<file path="config.mk">
export PLATFORM = sky130hd
export DESIGN_NAME = router_ctrl_fsm
export DESIGN_NICKNAME = d
export VERILOG_FILES = /design/src/rtl/router_ctrl_fsm.sv
export SDC_FILE = /design/constraint.sdc
export NUM_CORES = 1
export LEC_CHECK = 0
export CORE_UTILIZATION = 54
export CTS_CLUSTER_SIZE = 12
export DETAILED_ROUTE_END_ITERATION = 10
export GPL_TIMING_DRIVEN = 0
export PLACE_DENSITY = 0.84
export SETUP_SLACK_MARGIN = 0.5
export SLEW_MARGIN = 20
export SYNTH_ARGS = -nofsm -noshare
export SYNTH_HDL_FRONTEND = slang
export SYNTH_SLANG_ARGS = --single-unit
export TNS_END_PERCENT = 30
</file>
<file path="constraint.sdc">
create_clock -name clock -period 4.2 [get_ports clock]
set_input_delay 0.84 -clock clock [delete_from_list [all_inputs] [get_ports clock]]
set_output_delay 0.84 -clock clock [all_outputs]
set_load 0.01 [all_outputs]
</file>
<file path="src/rtl/router_ctrl_fsm.sv">
// -----------------------------------------------------------------------------
// router_ctrl_fsm
//
// Packet sequencing controller for the 1x3 router. It decodes the header
// address, steers header, payload and parity bytes into one of three 16x9
// destination FIFOs, and holds the source off while a FIFO is full or still
// draining. A per-port read-timeout watchdog flushes any destination FIFO that
// holds data nobody reads.
//
// Source handshake: the source presents a byte and it is consumed on every
// rising edge where busy is low. While busy is high the source must hold the
// current byte unchanged. A FIFO accepts a byte on every edge where its
// write_enb bit is high.
//
// Ports
//   clock          system clock, all state on the rising edge
//   reset          asynchronous, active-high, clears all state
//   pkt_valid      source byte valid; drops after the last payload byte
//   low_pkt_valid  registered pkt_valid (0 = parity byte still pending)
//   parity_done    parity byte has been written
//   data_in        header address bits, used only while decoding
//   fifo_full      full flag per FIFO
//   fifo_empty     empty flag per FIFO
//   read_enb       read enable per FIFO (from the destinations)
//   busy           source must hold its current byte
//   detect_add     header is being decoded
//   lfd_state      header write cycle (tags FIFO bit 8)
//   ld_state       payload load state
//   laf_state      load-after-full state
//   full_state     stalled on a full FIFO
//   rst_int_reg    parity check cycle
//   write_enb      one-hot FIFO write enable
//   vld_out        data available per FIFO (~fifo_empty)
//   soft_reset     one-cycle flush pulse per FIFO
//   state          current FSM state, for debug and checkers
// -----------------------------------------------------------------------------
module router_ctrl_fsm #(
    // Consecutive non-empty, unread cycles before a port is flushed (>= 2).
    parameter int TIMEOUT = 30,
    // Counter width; 2**CW must be at least TIMEOUT.
    parameter int CW      = 5
) (
    input  logic       clock,
    input  logic       reset,
    input  logic       pkt_valid,
    input  logic       low_pkt_valid,
    input  logic       parity_done,
    input  logic [1:0] data_in,
    input  logic [2:0] fifo_full,
    input  logic [2:0] fifo_empty,
    input  logic [2:0] read_enb,
    output logic       busy,
    output logic       detect_add,
    output logic       lfd_state,
    output logic       ld_state,
    output logic       laf_state,
    output logic       full_state,
    output logic       rst_int_reg,
    output logic [2:0] write_enb,
    output logic [2:0] vld_out,
    output logic [2:0] soft_reset,
    output logic [2:0] state
);

    typedef enum logic [2:0] {
        DECODE_ADDRESS     = 3'd0,
        WAIT_TILL_EMPTY    = 3'd1,
        LOAD_FIRST_DATA    = 3'd2,
        LOAD_DATA          = 3'd3,
        FIFO_FULL_STATE    = 3'd4,
        LOAD_AFTER_FULL    = 3'd5,
        LOAD_PARITY        = 3'd6,
        CHECK_PARITY_ERROR = 3'd7
    } state_t;

    state_t          cur_state;
    state_t          next_state;
    logic [1:0]      addr_reg;
    logic            write_enb_reg;
    logic            sel_full;
    logic            sel_sreset;
    logic [2:0][CW-1:0] cnt;

    // Per-port flag select; address 3 never reaches addr_reg, but decode it
    // to 0 so a stray value can never select a write target.
    function automatic logic pick(input logic [2:0] v, input logic [1:0] a);
        case (a)
            2'd0:    pick = v[0];
            2'd1:    pick = v[1];
            2'd2:    pick = v[2];
            default: pick = 1'b0;
        endcase
    endfunction

    assign sel_full   = pick(fifo_full, addr_reg);
    assign sel_sreset = pick(soft_reset, addr_reg);
    assign write_enb  = write_enb_reg ? (3'b001 << addr_reg) : 3'b000;
    assign vld_out    = ~fifo_empty;
    assign state      = cur_state;

    // Next-state logic. A flush of the selected FIFO abandons the packet from
    // any state; that override wins over every normal transition.
    always_comb begin
        next_state = cur_state;
        if (cur_state != DECODE_ADDRESS && sel_sreset) begin
            next_state = DECODE_ADDRESS;
        end else begin
            case (cur_state)
                DECODE_ADDRESS: begin
                    // Address 3 has no destination: the header is dropped.
                    if (pkt_valid && data_in != 2'd3) begin
                        next_state = pick(fifo_empty, data_in) ? LOAD_FIRST_DATA
                                                               : WAIT_TILL_EMPTY;
                    end
                end
                WAIT_TILL_EMPTY: begin
                    if (pick(fifo_empty, addr_reg)) next_state = LOAD_FIRST_DATA;
                end
                LOAD_FIRST_DATA: next_state = LOAD_DATA;
                LOAD_DATA: begin
                    if (sel_full)        next_state = FIFO_FULL_STATE;
                    else if (!pkt_valid) next_state = LOAD_PARITY;
                end
                FIFO_FULL_STATE: begin
                    if (!sel_full) next_state = LOAD_AFTER_FULL;
                end
                LOAD_AFTER_FULL: begin
                    if (parity_done)         next_state = DECODE_ADDRESS;
                    else if (!low_pkt_valid) next_state = LOAD_PARITY;
                    else                     next_state = LOAD_DATA;
                end
                LOAD_PARITY: next_state = CHECK_PARITY_ERROR;
                CHECK_PARITY_ERROR: begin
                    next_state = sel_full ? FIFO_FULL_STATE : DECODE_ADDRESS;
                end
                default: next_state = DECODE_ADDRESS;
            endcase
        end
    end

    // State register plus Moore outputs, registered from the next state so
    // they line up with the state they describe.
    always_ff @(posedge clock or posedge reset) begin
        if (reset) begin
            cur_state     <= DECODE_ADDRESS;
            addr_reg      <= 2'd0;
            busy          <= 1'b0;
            detect_add    <= 1'b1;
            lfd_state     <= 1'b0;
            ld_state      <= 1'b0;
            laf_state     <= 1'b0;
            full_state    <= 1'b0;
            rst_int_reg   <= 1'b0;
            write_enb_reg <= 1'b0;
        end else begin
            cur_state <= next_state;
            if (cur_state == DECODE_ADDRESS && next_state != DECODE_ADDRESS) begin
                addr_reg <= data_in;
            end
            busy          <= 1'b0;
            detect_add    <= 1'b0;
            lfd_state     <= 1'b0;
            ld_state      <= 1'b0;
            laf_state     <= 1'b0;
            full_state    <= 1'b0;
            rst_int_reg   <= 1'b0;
            write_enb_reg <= 1'b0;
            case (next_state)
                DECODE_ADDRESS: detect_add <= 1'b1;
                WAIT_TILL_EMPTY: busy <= 1'b1;
                LOAD_FIRST_DATA: begin
                    lfd_state     <= 1'b1;
                    busy          <= 1'b1;
                    write_enb_reg <= 1'b1;
                end
                LOAD_DATA: begin
                    ld_state      <= 1'b1;
                    write_enb_reg <= 1'b1;
                end
                FIFO_FULL_STATE: begin
                    full_state <= 1'b1;
                    busy       <= 1'b1;
                end
                LOAD_AFTER_FULL: begin
                    laf_state     <= 1'b1;
                    busy          <= 1'b1;
                    write_enb_reg <= 1'b1;
                end
                LOAD_PARITY: begin
                    busy          <= 1'b1;
                    write_enb_reg <= 1'b1;
                end
                CHECK_PARITY_ERROR: begin
                    rst_int_reg <= 1'b1;
                    busy        <= 1'b1;
                end
                default: detect_add <= 1'b1;
            endcase
        end
    end

    // Read-timeout watchdogs. A counter restarts whenever its FIFO is empty or
    // being read; after TIMEOUT consecutive idle cycles the port gets a single
    // flush pulse and the count starts over.
    always_ff @(posedge clock or posedge reset) begin
        if (reset) begin
            cnt        <= '0;
            soft_reset <= 3'b000;
        end else begin
            for (int i = 0; i < 3; i++) begin
                if (fifo_empty[i] || read_enb[i]) begin
                    cnt[i]        <= '0;
                    soft_reset[i] <= 1'b0;
                end else if (cnt[i] == CW'(TIMEOUT - 1)) begin
                    cnt[i]        <= '0;
                    soft_reset[i] <= 1'b1;
                end else begin
                    cnt[i]        <= cnt[i] + 1'b1;
                    soft_reset[i] <= 1'b0;
                end
            end
        end
    end

endmodule

</file>
# Yosys cells after proc, flatten, opt, wreduce, memory -nomap -nowiden
# Cells that the tools add are included.
[word_totals]
ff_bits = 31
inputBits = 16
word_cells = 96
[classes]
n_addsub = 3
eq_ne = 22
shifts = 1
mux = 41
bitwise_logic = 1
n_reduce_logical = 14
[ops]
columns = ["op", "count"]
rows = [
  ["$mux 3", 10],
  ["$mux 5", 6],
  ["$eq 3x3->1 const B", 8],
  ["$pmux 3 s8", 1],
  ["$mux 1", 19],
  ["$add 5x1->5 const B", 3],
  ["$eq 5x5->1 const B", 3],
  ["$eq 3x2->1 const B", 4],
  ["$pmux 1 s3", 4],
  ["$eq 3x1->1 const B", 2],
  ["$logic_not 3->1", 2],
  ["$reduce_bool 3->1", 2],
  ["$reduce_or 6->1", 1],
  ["$eq 2x1->1 const B", 2],
  ["$eq 2x2->1 const B", 2],
  ["$logic_not 2->1", 2],
  ["$reduce_or 4->1", 1],
  ["$logic_and 1x1->1", 3],
  ["$logic_or 1x1->1", 3],
  ["$not 3->3", 1],
  ["$shl 1x2->3 const A", 1],
  ["$mux 2", 1],
  ["$ne 2x2->1 const B", 1],
]

# Depth between registers and ports, before layout
[depth]
depth_word = 12
depth_mapped = 6
mapped_depth_nobuf = 5

# Worst setup path before layout
# No wires, ideal clock.
[synth_path]
kind = "input-to-reg"
start = "input fifo_empty[0]"
end = "register busy"
setup_time_ns = 0.125
arrival_time_ns = 1.941
required_ns = 4.075
slack_ns = 2.134
cell_stages = 5
path_cell_list = "nor3b_1 -> a221oi_1 -> o21ai_4 -> a22o_2 -> mux2_4"
[synth_via]
elab_chain_len = 11
[synth_lines]
columns = ["item", "line", "text"]
rows = [
  ["start: declaration", "50", "input logic [2:0] fifo_empty,"],
  ["$pmux 1 s3", "87", "case (a)"],
  ["$mux 1", "111", "if (pkt_valid && data_in != 2'd3) begin"],
  ["$mux 1", "108", "case (cur_state)"],
  ["$mux 1", "105", "if (cur_state != DECODE_ADDRESS && sel_sreset) begin"],
  ["$mux 2", "112", "next_state = pick(fifo_empty, data_in) ? LOAD_FIRST_DATA"],
  ["$mux 3", "111", ""],
  ["$pmux 3 s8 (*)", "108", ""],
  ["$mux 3 (*)", "105", ""],
  ["$eq 3x3->1, or another cell as far along", "168", "case (next_state)"],
  ["$reduce_or 6->1 (no line) (*)", "-", ""],
  ["$mux 1 (*)", "168", ""],
  ["end signal: assignment", "170", "WAIT_TILL_EMPTY: busy <= 1'b1;"],
  ["end signal: assignment", "173", "busy <= 1'b1;"],
  ["end signal: assignment", "182", "busy <= 1'b1;"],
  ["end: declaration", "52", "output logic busy,"],
]
# Every way passes the cells marked *; elsewhere a longest branch is shown, timed or not. The select of a mux whose other input is x is not followed.
# A chain may end at the register's enable or synchronous reset.

# Worst setup path in the final report
[layout_path]
start = "input fifo_empty[1]"
end = "output vld_out[1]"
[layout_via]
elab_chain_len = 1
[layout_lines]
columns = ["item", "line", "text"]
rows = [
  ["$not 3->3", "98", "assign vld_out = ~fifo_empty;"],
  ["end: declaration", "60", "output logic [2:0] vld_out,"],
]
# Every way passes these cells.

==> summary.md <==
| Metric | Value |
|---|---|
| Status | complete, no violations |
| Leakage power | 0.909 nW |
| Wire per inst | 14.9 µm |
| CTS H-Tree Depth | 2 |
| Synthesized flop and latch total | 31 |
| Compound-Gate Fraction of Synth Area | 0.135 |
| Largest cells by area after synthesis | dfrtp_1 47%, nor2_1 5.8%, ha_1 4.7%, xor2_1 3.3%, inv_1 3.0% |
| CTS tree | done |
| Post-CTS Resized | 0 |
| Fill cell count | 208 |
| Post-CTS Setup Bufs | 0 |
| # IOs | 35 |
| Area share of fa/ha/maj cells after synthesis | 0.0467 |
| Fin. max-slew vios | 0 |
| Mapped Area | 0.00161 mm² |
| Final WS setup | 1320 ps |
| Synth Area in XOR/XNOR | 0.0490 |
| Main combinational cell family by area after synthesis | simple AND/OR/NAND/NOR gates |
| Min cycle time layout | 2880 ps |
| Worst reg2reg startpoint | state[2] |
| Most frequent cells in the layout | 34 x clkdlybuf4s50_1, 30 x dfrtp_1, 25 x nor2_1 |
| Synth top area share | 0.467 |
| R2r worst-path depth | 6 |
| Pre-CTS setup slack | 1330 ps |
| Layout area overhead | 27.8% |
| Root Buffer | clkbuf_4 |
| Pin count of the biggest net entering global routing | 32 |
| Vias post-DR | 1253 |
| Max-cap violations | 0 |
| Buffers and inverters on the worst path | 3 |
| Critical path type | in2out |
| Top reg by flops | cnt |
| Flip-flop and latch area | 777 µm² |
| Ys Warns | 0 |
| Ant diodes | 0 |
| Worst path cell trace | clkdlybuf4s50_1 -> inv_1 -> clkdlybuf4s50_1 |
| Levels on crit path | 3 |
| Async set-reset flop share out of synthesis | 1.00 |
| DPL Wire Length | 2380 µm |
| Crit path largest cell delay | 570 ps |
| VDD IR-drop max | 0.000587 V |
| Avg Vias per Cell | 5.67 |
| CP Launch Type | input port |
| Worst slew pin tran | 637 ps |
| Core Area | 0.00278 mm² |
| # setup viols final | 0 |
| Hold crit path type | reg2reg |
| Critical Path Sink | vld_out[1] |
| Placed insts | 213 |
| Initial antenna violation count | 0 |
| Simple-gate share of the synthesized area | 0.188 |
| Final hold slack | 501 ps |
| Final TNS setup | 0 ps |
| Total grt overflow | 0 |
| Commonest non-fill, non-tap cell in the layout | clkdlybuf4s50_1 |
| Antenna-violating nets left | 0 |
| Post-Syn Nets | 170 |
| Crit path required time | 3360 ps |
| Final Wtd Congestion | 0.840 |
| Critical-path top delay cell | clkdlybuf4s50_1 |
| PD cells | 592 mW/mm² |
| Reg2reg setup slack | 2240 ps |
| Mean Syn Cell Area | 10.9 µm² |
| Num rows | 19 |
| Period Utilization, post-route | 0.686 |
| Die ar. | 0.00320 mm² |
| First DRT Iteration DRCs | 40 |
| CP Capture Type | primary output |
| Cell Count, Final, Fillers Out | 221 |
| Number of enable flip-flop cells after synthesis | 0 |
| Vias in the first global route | 1263 |
| DRT Wirelength | 3280 µm |
| TritonCTS buffer count | 5 |
| RSZ-0062 raised after global routing | false |
| Clock-pin slew on the worst setup and hold paths | 90 ps |
| IO Port Bufs | 34 |
| Critical path origin | fifo_empty[1] |
| Hold_buf cts | 0 |
| Clk buf depth | 2 |
| Die Wd | 56.6 µm |
| Final hold vios | 0 |
| Mux contribution to synthesized area | 0.0505 |
| Largest register FFs | 15 |
| Detailed Routing Iterations Pass 1 | 4 |
| Sequential area share after synthesis | 0.483 |
| Arrival time worst endpoint | 2040 ps |
| Initial Util | 0.578 |
| Reg2Reg Capture Point | busy |
| Top cell by count, worst path | clkdlybuf4s50_1 |
| Multi-input gate area | 756 µm² |
| Top FF cell, synth | dfrtp_1 |
| Crit-path max FO | 7 |
| Slew margin rel. | 0.574 |
| Share of layout cells above drive strength 1 | 0.153 |
| Area leader, netlist | dfrtp_1 |
| Skew final | 10.4 ps |
| CP delay by family, top | buffers and inverters |
| Residual DRC count | 0 |
| First-pass GRT wire length | 5580 µm |
| GRT Overall Usage | 0.233 |
| Final nets | 211 |
| Yosys cell types | 42 |
| Clock Latency Late Sink | 320 ps |
| Die H | 56.6 µm |
| Max frequency | 0.347 GHz |
| Gate Count Post-Synth | 148 |
| Clock sink count | 31 |
[metrics by stage]
step                      cell area [µm²]  utilization  power, mW
after floorplan                      1610            -      0.821
after global placement               1990        0.715      0.998
after detailed placement             1990        0.715       1.02
after CTS                            2060        0.740       1.22
after global routing                 2060        0.740       1.29
final                                2060        0.740       1.22
[report_power, final]
group | internal, mW | switching [mW] | total, mW | leakage, nW
Sequential | 0.360 | 0.0471 | 0.407 | 0.408
Combinational | 0.315 | 0.297 | 0.612 | 0.463
Clock | 0.0985 | 0.0991 | 0.198 | 0.0386
[worst register-to-register path: stages, from the launching register on]
cell     delay, ps
dfrtp_1        400
buf_6          140
or3_4          380
a211o_4        310
o21ai_2        140
o21a_4         180
mux2_4         300
[how the worst min path moves through the flow]
stage	cells after the start	end	from	slack, ps
after floorplan	1	cnt[0]	cnt[0]	460
after global placement	1	cnt[5]	cnt[5]	470
after detailed placement	1	cnt[5]	cnt[5]	490
after CTS	1	cnt[5]	cnt[5]	500
after global routing	1	cnt[5]	cnt[5]	520
final	1	cnt[0]	cnt[0]	500
[per-layer routing]
layer | track usage | share of wire | up-vias
li1 | - | - | 605
met1 | 0.287 | 0.44 | 588
met2 | 0.373 | 0.48 | 54
met3 | 0.0714 | 0.067 | 6
met4 | 0.108 | 0.014 | 0
met5 | 0 | 0 | -
[synthesized netlist by cell type (2+ instances only)]
cell type / number
nand3b_1: 4
inv_1: 13
mux2i_1: 3
nor2_1: 25
xnor2_1: 3
xor2_1: 6
a221oi_1: 2
ha_1: 6
nand2_1: 5
buf_6: 2
nor3_1: 4
nand4_1: 3
mux2_2: 2
and3b_2: 2
a221o_1: 2
nor3b_1: 2
nand3_1: 6
dfrtp_1: 30
a22o_2: 2
o211ai_1: 4
[layout make-up]
class | count | share of cell area
inverters | 13 | 0.0237
plain buffers | 3 | 0.0134
flip-flops and latches | 31 | 0.378
well taps | 31 | 0.0189
multi-input cells | 101 | 0.367
clock buffers | 8 | 0.0335
repair buffers | 34 | 0.165
[cells by family (layout without fill, tap and decap cells)]
group	after synthesis	after routing
xor gates and xnor gates	9	9
AOI/OAI and AO/OA	23	23
and+or+nand+nor	56	56
adders and majority gates	6	6
muxes	7	7
DFF	31	31
buffers and inverters	16	58
(Power assumes the default switching activity.)
